<file path="src/rtl/rx_msg_queue_pkg.sv">
// Shared definitions for the receive-side message queue: default geometry,
// error-flag layout used by the node status register, and a depth check.
package rx_msg_queue_pkg;

  localparam int DEFAULT_WIDTH = 32;
  localparam int DEFAULT_DEPTH = 8;

  // Bit positions of the sticky error flags inside the node status register.
  localparam int ERR_OVERFLOW_BIT  = 0;
  localparam int ERR_UNDERFLOW_BIT = 1;

  // Packed so that the field positions line up with the bit indices above.
  typedef struct packed {
    logic underflow;
    logic overflow;
  } err_flags_t;

  // True when n is a power of two inside the supported 2..256 range.
  function automatic bit depth_ok(input int n);
    return (n >= 2) && (n <= 256) && ((n & (n - 1)) == 0);
  endfunction

endpackage

</file>
<file path="src/rtl/rx_msg_queue_if.sv">
// Producer/consumer bundle for the receive message queue. The queue takes
// the slave side; the receiver front end and consumer use the master side.
interface rx_msg_queue_if
  import rx_msg_queue_pkg::*;
#(
  parameter int width = DEFAULT_WIDTH,
  parameter int depth = DEFAULT_DEPTH,
  localparam int addr_w = $clog2(depth)
);
  logic              wr_en;
  logic [width-1:0]  wr_data;
  logic              rd_en;
  logic [width-1:0]  rd_data;
  logic              empty;
  logic              full;
  logic [addr_w:0]   count;
  logic              overflow;
  logic              underflow;
  logic              clear_err;

  modport slave (
    input  wr_en, wr_data, rd_en, clear_err,
    output rd_data, empty, full, count, overflow, underflow
  );

  modport master (
    output wr_en, wr_data, rd_en, clear_err,
    input  rd_data, empty, full, count, overflow, underflow
  );
endinterface

</file>
<file path="src/rtl/rx_msg_queue_mem.sv">
// Register-array storage for the queue: one write port, asynchronous read.
// Contents are deliberately never reset.
module queue_mem #(
  parameter int width  = 32,
  parameter int depth  = 8,
  parameter int addr_w = 3
) (
  input  logic              clk,
  input  logic              we,
  input  logic [addr_w-1:0] waddr,
  input  logic [width-1:0]  wdata,
  input  logic [addr_w-1:0] raddr,
  output logic [width-1:0]  rdata
);
  logic [width-1:0] mem_q [depth];

  // Write the addressed entry on an accepted push.
  always_ff @(posedge clk) begin
    if (we) mem_q[waddr] <= wdata;
  end

  assign rdata = mem_q[raddr];
endmodule

</file>
<file path="src/rtl/rx_msg_queue.sv">
// First-word-fall-through receive message queue with occupancy count,
// full/empty decode and sticky overflow/underflow flags.
module rx_msg_queue
  import rx_msg_queue_pkg::*;
#(
  parameter int width = DEFAULT_WIDTH,
  parameter int depth = DEFAULT_DEPTH,
  localparam int addr_w = $clog2(depth)
) (
  input  logic         clk,
  input  logic         reset_n,
  rx_msg_queue_if.slave q
);
  localparam logic [addr_w:0] FULL_CNT = (addr_w + 1)'(depth);

  if (!depth_ok(depth)) begin : g_bad_depth
    $error("rx_msg_queue: depth must be a power of 2 between 2 and 256");
  end

  logic [addr_w-1:0] wr_ptr_q, wr_ptr_d;
  logic [addr_w-1:0] rd_ptr_q, rd_ptr_d;
  logic [addr_w:0]   count_q, count_d;
  err_flags_t        err_q, err_d;
  logic              empty_w, full_w, push_w, pop_w;
  logic [width-1:0]  mem_rdata;

  // Status decodes come only from registered count, so no request-to-flag path.
  assign empty_w = (count_q == '0);
  assign full_w  = (count_q == FULL_CNT);

  // A push into a full queue still lands when a pop frees the head slot.
  assign push_w = q.wr_en && (!full_w || q.rd_en);
  assign pop_w  = q.rd_en && !empty_w;

  // Next-state for pointers, occupancy and sticky error flags.
  always_comb begin
    wr_ptr_d = wr_ptr_q;
    rd_ptr_d = rd_ptr_q;
    count_d  = count_q;
    err_d    = err_q;

    if (push_w) wr_ptr_d = wr_ptr_q + addr_w'(1);
    if (pop_w)  rd_ptr_d = rd_ptr_q + addr_w'(1);

    case ({push_w, pop_w})
      2'b10:   count_d = count_q + (addr_w + 1)'(1);
      2'b01:   count_d = count_q - (addr_w + 1)'(1);
      default: count_d = count_q;
    endcase

    // A new error event overrides a simultaneous clear.
    if (q.clear_err) err_d = '0;
    if (q.wr_en && full_w && !q.rd_en) err_d.overflow  = 1'b1;
    if (q.rd_en && empty_w)            err_d.underflow = 1'b1;
  end

  // Control state register; reset discards all queued words.
  always_ff @(posedge clk) begin
    if (!reset_n) begin
      wr_ptr_q <= '0;
      rd_ptr_q <= '0;
      count_q  <= '0;
      err_q    <= '0;
    end else begin
      wr_ptr_q <= wr_ptr_d;
      rd_ptr_q <= rd_ptr_d;
      count_q  <= count_d;
      err_q    <= err_d;
    end
  end

  queue_mem #(
    .width (width),
    .depth (depth),
    .addr_w(addr_w)
  ) u_mem (
    .clk  (clk),
    .we   (push_w),
    .waddr(wr_ptr_q),
    .wdata(q.wr_data),
    .raddr(rd_ptr_q),
    .rdata(mem_rdata)
  );

  // Mask the head word while empty so stale or unwritten entries never leak out.
  assign q.rd_data   = empty_w ? '0 : mem_rdata;
  assign q.empty     = empty_w;
  assign q.full      = full_w;
  assign q.count     = count_q;
  assign q.overflow  = err_q.overflow;
  assign q.underflow = err_q.underflow;
endmodule

</file>
<file path="src/flat_wrapper.sv">
// flat-port wrapper written by rule: the top's interface ports become plain ports
module rx_msg_queue_flat import rx_msg_queue_pkg::*;
#(
  parameter int width = DEFAULT_WIDTH,
  parameter int depth = DEFAULT_DEPTH,
  localparam int addr_w = $clog2(depth)
)
  (clk, reset_n, q_wr_en, q_wr_data, q_rd_en, q_clear_err, q_rd_data, q_empty, q_full, q_count, q_overflow, q_underflow);
  rx_msg_queue_if #(.width(width), .depth(depth)) q_i ();
  input  logic clk;
  input  logic reset_n;
  input wire logic [$bits(q_i.wr_en)-1:0] q_wr_en;
  input wire logic [$bits(q_i.wr_data)-1:0] q_wr_data;
  input wire logic [$bits(q_i.rd_en)-1:0] q_rd_en;
  input wire logic [$bits(q_i.clear_err)-1:0] q_clear_err;
  output wire logic [$bits(q_i.rd_data)-1:0] q_rd_data;
  output wire logic [$bits(q_i.empty)-1:0] q_empty;
  output wire logic [$bits(q_i.full)-1:0] q_full;
  output wire logic [$bits(q_i.count)-1:0] q_count;
  output wire logic [$bits(q_i.overflow)-1:0] q_overflow;
  output wire logic [$bits(q_i.underflow)-1:0] q_underflow;
  assign q_i.wr_en = q_wr_en;
  assign q_i.wr_data = q_wr_data;
  assign q_i.rd_en = q_rd_en;
  assign q_i.clear_err = q_clear_err;
  assign q_rd_data = q_i.rd_data;
  assign q_empty = q_i.empty;
  assign q_full = q_i.full;
  assign q_count = q_i.count;
  assign q_overflow = q_i.overflow;
  assign q_underflow = q_i.underflow;
  rx_msg_queue #(.width(width), .depth(depth)) u_core (.clk(clk), .reset_n(reset_n), .q(q_i));
endmodule
</file>
<file path="config.mk">
export PLATFORM = sky130hd
export DESIGN_NAME = rx_msg_queue_flat
export DESIGN_NICKNAME = d
export VERILOG_FILES = /design/src/rtl/rx_msg_queue_pkg.sv /design/src/rtl/rx_msg_queue_if.sv /design/src/rtl/rx_msg_queue_mem.sv /design/src/rtl/rx_msg_queue.sv /design/src/flat_wrapper.sv
export SDC_FILE = /design/constraint.sdc
export NUM_CORES = 1
export LEC_CHECK = 0
export ABC_AREA = 1
export CAP_MARGIN = 20
export CELL_PAD_IN_SITES_DETAIL_PLACEMENT = 1
export CELL_PAD_IN_SITES_GLOBAL_PLACEMENT = 2
export CORE_MARGIN = 2
export CORE_UTILIZATION = 35
export CTS_CLUSTER_DIAMETER = 80
export CTS_CLUSTER_SIZE = 16
export DETAILED_ROUTE_END_ITERATION = 8
export HOLD_SLACK_MARGIN = 0.03
export MAX_ROUTING_LAYER = met4
export PLACE_DENSITY = 0.79
export SYNTH_ARGS = -nofsm -noshare
export SYNTH_HDL_FRONTEND = slang
export SYNTH_HIERARCHICAL = 1
export SYNTH_SLANG_ARGS = --single-unit
export TNS_END_PERCENT = 50
</file>
<file path="constraint.sdc">
create_clock -name clk -period 6.5 [get_ports clk]
set_input_delay 1.3 -clock clk [delete_from_list [all_inputs] [get_ports clk]]
set_output_delay 1.3 -clock clk [all_outputs]
set_load 0.01 [all_outputs]
</file>
==> results.yml, run 1 <==
outcome:
  status: "complete, no violations"
sta:
  finalSetupViolations: 0
  hold_ws_ps: 473
  skew_ps: 12.1
  fin_tns_setup_ps: 0
  hold_viol_final: 0
  drv_slew: 0
  min_period_ps: 4760
  clock.fmax_mhz: 210
  worst_slew_pin_slew_ps: 1060
  rsz0062_at_grt: "no"
  maxSlewHeadroom_pct: 29.1
  post-route-period-util_pct: 73.2
route:
  route.detailed.drc: 0
  drt-pass1-iter-count: 5
  antenna_left: 0
  wl_mm: 29.9
  via_per_inst: 4.54
  vias: 8189
  wire_per_inst_um: 16.6
  drtIter0Drc: 384
logic_synthesis:
  syn_inst: 1278
  avgSynthCellArea_sq_um: 9.50
  ys_seq_area_share_pct: 65.3
  ys_types: 26
  syn_nets: 1320
  synth_area_sq_mm: 0.0121
  synth_warnings: 6
  synth_flop_cell: "edfxtp_1"
  synthArstFlopShare_pct: 0
  synth-seq-cells: 268
  synth_edf_count: 256
clock_network:
  htreeDepth: 1
  root_buffer: "clkbuf_16"
  path_clk_slew_ps: 70
  cts_made_buffers: 20
  postCtsHoldBufs: 0
  cts.sinks: 268
  cts-resized-gates: 0
  clock_latency_ps: 500
  cts_buffer_depth: 3
  postCtsSetupBuffers: 0
  cts_tree: "built"
layout:
  drive_above_1_share_pct: 4.82
  final_common_cell: "nand2_1"
  syn_to_final_growth_pct: 14.8
  finish.utilization_pct: 40.6
  final_cell_area_sq_mm: 0.0139
  most-common-layout-cells: "nand2_1, inv_1, edfxtp_1"
  layout.nets: 1383
grt:
  grt_use_total_pct: 17.3
  grt_max_degree: 99
  grt_pass1_vias: 8446
  grt_pass1_wl_mm: 46.8
  antenna_found_initial: 1
  overflow: 0
floorplan:
  fp.dieH_um: 190
  num_rows: 68
  die_w_um: 190
  io_pins: 77
  dieArea_sq_mm: 0.0362
  core-area_sq_mm: 0.0344
  initial_core_util_pct: 35.3
place:
  dp_hpwl_mm: 16.8
  port_buffers: 76
  gp_congestion: 0.708
  placed_area_sq_mm: 0.0133
setup_path:
  arrival_ps: 3460
  cpPeakStageDelay_ps: 600
  crit_top_cell: "nand2_1"
  reg2reg_slack_ps: 3750
  path_max_fanout: 52
  endpoint_kind: "output port"
  cp-start-kind: "register"
  critPathSlowestCell: "dfxtp_4"
  required_ps: 5200
  critPathTopFamily: "buffers and inverters"
  path_cells: "clkinv_2 > buf_4 > nand2_1 > nand3_1 > nand2_1 > nand2_1 > nand2_1 > inv_1 > nor2_1 > clkdlybuf4s50_1"
  worstSetupPathType: "reg2out"
  path_buf_inv: 4
hold_path:
  min_path_type: "reg2reg"
power_and_ir_drop:
  ir_drop_mv: 0.250
  power_leakage_nw: 6.28
  power_density_mw_per_mm2: 354
  p_total_mw: 4.93
run:
  cap_violations: 0
## cells by family (layout without fill, tap and decap cells)
logic type | Yosys count | count (layout) | share of synthesized area (%)
adder cells (fa/ha/maj) | 5 | 5 | 0.515
buffers and inverters | 362 | 432 | 12.3
other | 0 | 1 | 0
flip-flops | 268 | 268 | 65.3
AND/OR/NAND/NOR | 622 | 622 | 20.9
XOR/XNOR | 3 | 3 | 0.216
AO/OA/AOI/OAI | 18 | 18 | 0.773
## metrics by stage
| stage | worst slack, ps | std cells |
|---|---|---|
| floorplan | 3010 | 1278 |
| global placement | 2260 | 1773 |
| detailed placement | 2220 | 1773 |
| CTS | 1670 | 1802 |
| global route | 1410 | 1804 |
| finish | 1740 | 1804 |
## where the power goes
group	switching (mW)	leakage, nW	internal [mW]
Sequential	0.0615	2.42	1.98
Clock	0.568	0.281	0.628
Combinational	1.04	3.57	0.648
## per-layer routing
layer / track usage, % / vias to the layer above / wire [um]
li1: - / 4035 / -
met2: 29.2 / 98 / 14500
met1: 22.6 / 4027 / 14100
met4: 3.58 / 0 / 497
met3: 1.86 / 29 / 812
met5: - / - / 0
## final timing paths
| kind | startpoint | end | cells past startpoint |
|---|---|---|---|
| setup reg to reg | u_core/q.count[1] | u_core/u_mem/mem_q[1][5] | 7 |
| setup / recovery | u_core/rd_ptr_q[0] | q_rd_data[19] | 10 |
| hold reg to reg | u_core/q.overflow | u_core/q.overflow | 2 |
| hold / removal | u_core/q.overflow | u_core/q.overflow | 2 |
## Yosys cell counts, types with 4 or more instances
| cell | count | area, sq um |
|---|---|---|
| nand2_1 | 434 | 1630 |
| inv_1 | 304 | 1140 |
| edfxtp_1 | 256 | 7690 |
| nand3_1 | 132 | 661 |
| nor2_1 | 46 | 173 |
| buf_2 | 23 | 115 |
| dfxtp_1 | 12 | 240 |
| buf_6 | 11 | 124 |
| a21oi_1 | 9 | 45.0 |
| clkbuf_1 | 7 | 26.3 |
| inv_2 | 7 | 26.3 |
| buf_1 | 5 | 18.8 |
| buf_4 | 5 | 37.5 |
| ha_1 | 5 | 62.6 |
| o21ai_0 | 4 | 20.0 |
| o21ai_1 | 4 | 20.0 |
## cell type report
| type | instances | area, sq um |
|---|---|---|
| inverters | 311 | 1170 |
| multi-input cells | 648 | 2790 |
| clock inverters | 1 | 30.0 |
| flip-flops and latches | 268 | 7930 |
| repair buffers | 92 | 901 |
| fillers | 3912 | 20400 |
| clock buffers | 28 | 552 |
| well taps | 455 | 569 |
| diodes | 1 | 2.50 |
## flip-flops by register name, indices dropped and copies added (netlist names)
| name | flops |
|---|---|
| u_core/q.overflow | 1 |
| u_core/rd_ptr_q | 3 |
| u_core/q.underflow | 1 |
| u_core/wr_ptr_q | 3 |
| u_core/q.count | 4 |
| u_core/u_mem/mem_q | 256 |
## worst reg2reg max path: cells and delay by family, from the launching register on
family,cells,cell delay [ps]
and+or+nand+nor,5,1430
buffers and inverters,2,500
DFF,1,510
Note: power is estimated with default switching activity, not from simulation.
==> run 2, diff against run 1 <==
Settings changed: CORE_UTILIZATION 35 to 34, PLACE_DENSITY 0.79 to 0.8.
Clock period 6.5 ns to 4 ns, I/O delays scaled along.
==> results.yml, run 2 (synthesized netlist as in run 1, its figures left out) <==
layout:
  final_common_cell: "nand2_1"
  syn_to_final_growth_pct: 15.4
  drive_above_1_share_pct: 5.03
  layout.cells.non_filler: 1814
  most-common-layout-cells: "nand2_1, inv_1, edfxtp_1"
  layout.nets: 1386
  largest_register_ffs: 256
  top_register: "u_core/u_mem/mem_q"
route:
  antenna_left: 0
  drtIter0Drc: 543
  via_per_inst: 4.62
  drt-pass1-iter-count: 5
  wl_mm: 31.7
  vias: 8375
  wire_per_inst_um: 17.5
  route.detailed.drc: 0
place:
  port_buffers: 76
  gp_congestion: 0.776
  dp_hpwl_mm: 19.5
  dp.cells: 1783
  pre_cts_ws_ps: 778
sta:
  worst_slew_pin_slew_ps: 880
  post-route-period-util_pct: 92.0
  clock.fmax_mhz: 272
  hold_viol_final: 0
  skew_ps: 10.5
  maxSlewHeadroom_pct: 41.4
  drv_slew: 0
  setup_slack_ps: 318
  fin_tns_setup_ps: 0
  rsz0062_at_grt: "no"
  finalSetupViolations: 0
  min_period_ps: 3680
  hold_ws_ps: 489
grt:
  antenna_found_initial: 0
  grt_pass1_wl_mm: 48.6
  grt_pass1_vias: 8547
  grt_max_degree: 132
  grt_use_total_pct: 17.7
  overflow: 0
floorplan:
  dieArea_sq_mm: 0.0372
  num_rows: 69
  core-area_sq_mm: 0.0354
  initial_core_util_pct: 34.3
  io_pins: 77
  fp.dieH_um: 193
  die_w_um: 193
setup_path:
  path_buf_inv: 4
  path_max_fanout: 43
  arrival_ps: 2880
  crit_top_cell: "nand2_1"
  endpoint_kind: "output port"
  worstSetupPathType: "reg2out"
  critPathTopFamily: "buffers and inverters"
  required_ps: 3200
  cp-start-kind: "register"
  path_cells: "clkinv_2 > buf_12 > nand2_1 > nand3_1 > nand2_1 > nand2_1 > nand2_1 > inv_1 > nor2_1 > clkdlybuf4s50_1"
  critPathSlowestCell: "clkdlybuf4s50_1"
  cpPeakStageDelay_ps: 560
clock_network:
  postCtsHoldBufs: 0
  cts_buffer_depth: 3
  root_buffer: "clkbuf_16"
  cts_made_buffers: 20
  htreeDepth: 1
  cts.sinks: 268
  cts-resized-gates: 0
  path_clk_slew_ps: 70
  cts_tree: "built"
  clock_latency_ps: 510
  postCtsSetupBuffers: 0
power_and_ir_drop:
  p_total_mw: 8.09
  ir_drop_mv: 0.335
  power_leakage_nw: 6.30
  power_density_mw_per_mm2: 578
hold_path:
  min_path_type: "reg2reg"
run:
  cap_violations: 0
outcome:
  status: "complete, no violations"
[run 2: final timing paths]
kind                            depth (start not counted)               start                         to  slack (ps)
worst min-delay path                                    2  u_core/q.underflow         u_core/q.underflow         490
worst min register to register                          2  u_core/q.underflow         u_core/q.underflow         490
worst max-delay path                                   10  u_core/rd_ptr_q[0]              q_rd_data[13]         320
worst max register to register                          7   u_core/q.count[2]  u_core/u_mem/mem_q[1][12]        1610
[run 2: final cells by class]
type / instances / area (sq um)
inverters: 311 / 1170
diodes: 1 / 2.50
well taps: 461 / 577
multi-input cells: 648 / 2790
repair buffers: 95 / 978
flip-flops and latches: 268 / 7930
clock inverters: 1 / 5.00
fillers: 4052 / 21400
clock buffers: 29 / 556
[run 2: worst min-delay path: stages, from the launching register on]
cell and delay [ps]:
dfxtp_1 320, nand2_1 60, a21oi_1 60
[run 2: metal layers]
metal	vias up	part of all wire, %	track usage (%)	wire length (um)
li1	4054	-	-	-
met1	4136	48	24.6	15300
met2	153	46	28.3	14700
met3	32	3.9	1.81	1250
met4	0	1.5	3.90	461
met5	-	0	-	0
[run 2: stage by stage]
stage          area, sq um  util [%]
6_report             14000      39.6
3_3_place_gp         13400      38.0
2_1_floorplan        12100         -
4_1_cts              14000      39.6
3_5_place_dp         13400      38.0
5_1_grt              14000      39.6
[run 2: where the power goes]
group | internal, mW | total (mW) | switching (mW)
Sequential | 3.22 | 3.29 | 0.0690
Combinational | 1.08 | 2.91 | 1.83
Clock | 0.959 | 1.89 | 0.929
==> run 3, diff against run 2 <==
Settings changed: CTS_CLUSTER_DIAMETER 80 to 30.
==> results.yml, run 3 (synthesized netlist as in run 1, its figures left out) <==
floorplan:
  dieArea_sq_mm: 0.0372
  num_rows: 69
  die_w_um: 193
  fp.dieH_um: 193
  core-area_sq_mm: 0.0354
  initial_core_util_pct: 34.3
  io_pins: 77
clock_network:
  postCtsSetupBuffers: 0
  cts-resized-gates: 0
  cts.sinks: 268
  root_buffer: "clkbuf_16"
  cts_tree: "built"
  clock_latency_ps: 550
  postCtsHoldBufs: 0
  path_clk_slew_ps: 50
  htreeDepth: 2
  cts_buffer_depth: 3
  cts_made_buffers: 52
sta:
  maxSlewHeadroom_pct: 41.1
  post-route-period-util_pct: 92.9
  min_period_ps: 3720
  rsz0062_at_grt: "no"
  worst_slew_pin_slew_ps: 884
  fin_tns_setup_ps: 0
  hold_viol_final: 0
  finalSetupViolations: 0
  skew_ps: 17.9
  clock.fmax_mhz: 269
  drv_slew: 0
power_and_ir_drop:
  ir_drop_mv: 0.333
  power_density_mw_per_mm2: 698
  power_leakage_nw: 6.89
layout:
  drive_above_1_share_pct: 8.98
  final_common_cell: "nand2_1"
  top_register: "u_core/u_mem/mem_q"
  largest_register_ffs: 256
  finish.utilization_pct: 43.1
  syn_to_final_growth_pct: 25.6
  layout.nets: 1418
  most-common-layout-cells: "nand2_1, inv_1, edfxtp_1"
place:
  port_buffers: 76
  dp_hpwl_mm: 19.5
  gp_congestion: 0.776
hold_path:
  min_path_type: "reg2reg"
  hold_path_end: "u_core/q.underflow"
  min_from: "u_core/q.underflow"
  min_path_cells: 2
route:
  antenna_left: 0
  vias: 8586
  wl_mm: 32.6
  drt-pass1-iter-count: 4
  wire_per_inst_um: 17.4
  route.detailed.drc: 0
  drtIter0Drc: 593
  via_per_inst: 4.57
setup_path:
  reg2reg_slack_ps: 1610
  r2r-start: "u_core/q.count[2]"
  reg2reg_to: "u_core/u_mem/mem_q[1][12]"
  arrival_ps: 2920
  endpoint_kind: "output port"
  worstSetupPathType: "reg2out"
  r2r_cells: 7
  required_ps: 3200
  path_max_fanout: 43
  cp-start-kind: "register"
grt:
  grt_pass1_wl_mm: 50.3
  grt_use_total_pct: 18.4
  grt_max_degree: 132
  antenna_found_initial: 0
  grt_pass1_vias: 8966
  overflow: 0
  grtUsageMet1_pct: 24.5
  busiest_layer: "met2"
  grtUsageMet3_pct: 3.17
  grt_use_met2_pct: 29.1
run:
  cap_violations: 0
outcome:
  status: "complete, no violations"
==> run 3: changes by cell type in the layout (fill, tap and decap cells not counted) <==
| cell | before | now |
|---|---|---|
| clkbuf_1 | 8 | 5 |
| clkinvlp_4 | 0 | 6 |
| clkinv_4 | 0 | 2 |
| inv_8 | 0 | 4 |
| bufinv_16 | 0 | 8 |
| clkinvlp_2 | 1 | 0 |
| inv_6 | 0 | 3 |
| clkinv_2 | 1 | 4 |
| clkbuf_16 | 21 | 54 |
| clkinv_8 | 0 | 1 |
| clkinv_1 | 0 | 7 |
==> run 3: power breakdown <==
part / switching [mW] / internal (mW)
Combinational: 1.85 / 1.08
Clock: 1.44 / 2.98
Sequential: 0.0684 / 3.23
Total: 3.36 / 7.29
==> run 3: worst max path at each step <==
stage / from / endpoint / depth (start not counted) / slack [ps]
2_1_floorplan: q_rd_en / u_core/u_mem/mem_q[1][0] / 6 / 1010
3_3_place_gp: q_rd_en / u_core/u_mem/mem_q[1][8] / 8 / 810
3_5_place_dp: q_rd_en / u_core/u_mem/mem_q[6][6] / 8 / 780
4_1_cts: u_core/rd_ptr_q[0] / q_rd_data[19] / 10 / 220
5_1_grt: u_core/rd_ptr_q[0] / q_rd_data[13] / 10 / 80
6_report: u_core/rd_ptr_q[0] / q_rd_data[15] / 10 / 280
==> run 3: final cells by class <==
class                           count  area [sq um]
Sequential cell                   268          7930
Fill cell                        3971         20100
Antenna cell                        1          2.50
Multi-Input combinational cell    648          2790
Tap cell                          461           577
Clock buffer                       59          1370
Clock inverter                     34           432
Inverter                          311          1170
Timing Repair Buffer               95           978
==> run 3: worst max-delay path: stages, from the launching register on <==
cell and delay [ps]:
dfxtp_4 360, clkinv_2 390, buf_12 370, nand2_1 100
nand3_1 80, nand2_1 170, nand2_1 80, nand2_1 80
inv_1 40, nor2_1 110, clkdlybuf4s50_1 560
==> run 3: routing by layer <==
metal	wire, um	up-vias
met2	15100	171
met3	1490	50
li1	-	4147
met1	15400	4218
met4	616	0
met5	0	-
==> run 3: through the flow <==
| step | hold WS (ps) | instances | instance area, sq um | power [mW] | setup slack (ps) |
|---|---|---|---|---|---|
| after floorplan | 474 | 1278 | 12100 | 5.09 | 1010 |
| after global placement | 462 | 1783 | 13400 | 6.28 | 811 |
| after detailed placement | 482 | 1783 | 13400 | 6.31 | 778 |
| after global routing | 519 | 1876 | 15200 | 11.2 | 78.7 |
| after CTS | 493 | 1876 | 15200 | 10.8 | 218 |
| final | 487 | 1877 | 15200 | 10.6 | 284 |
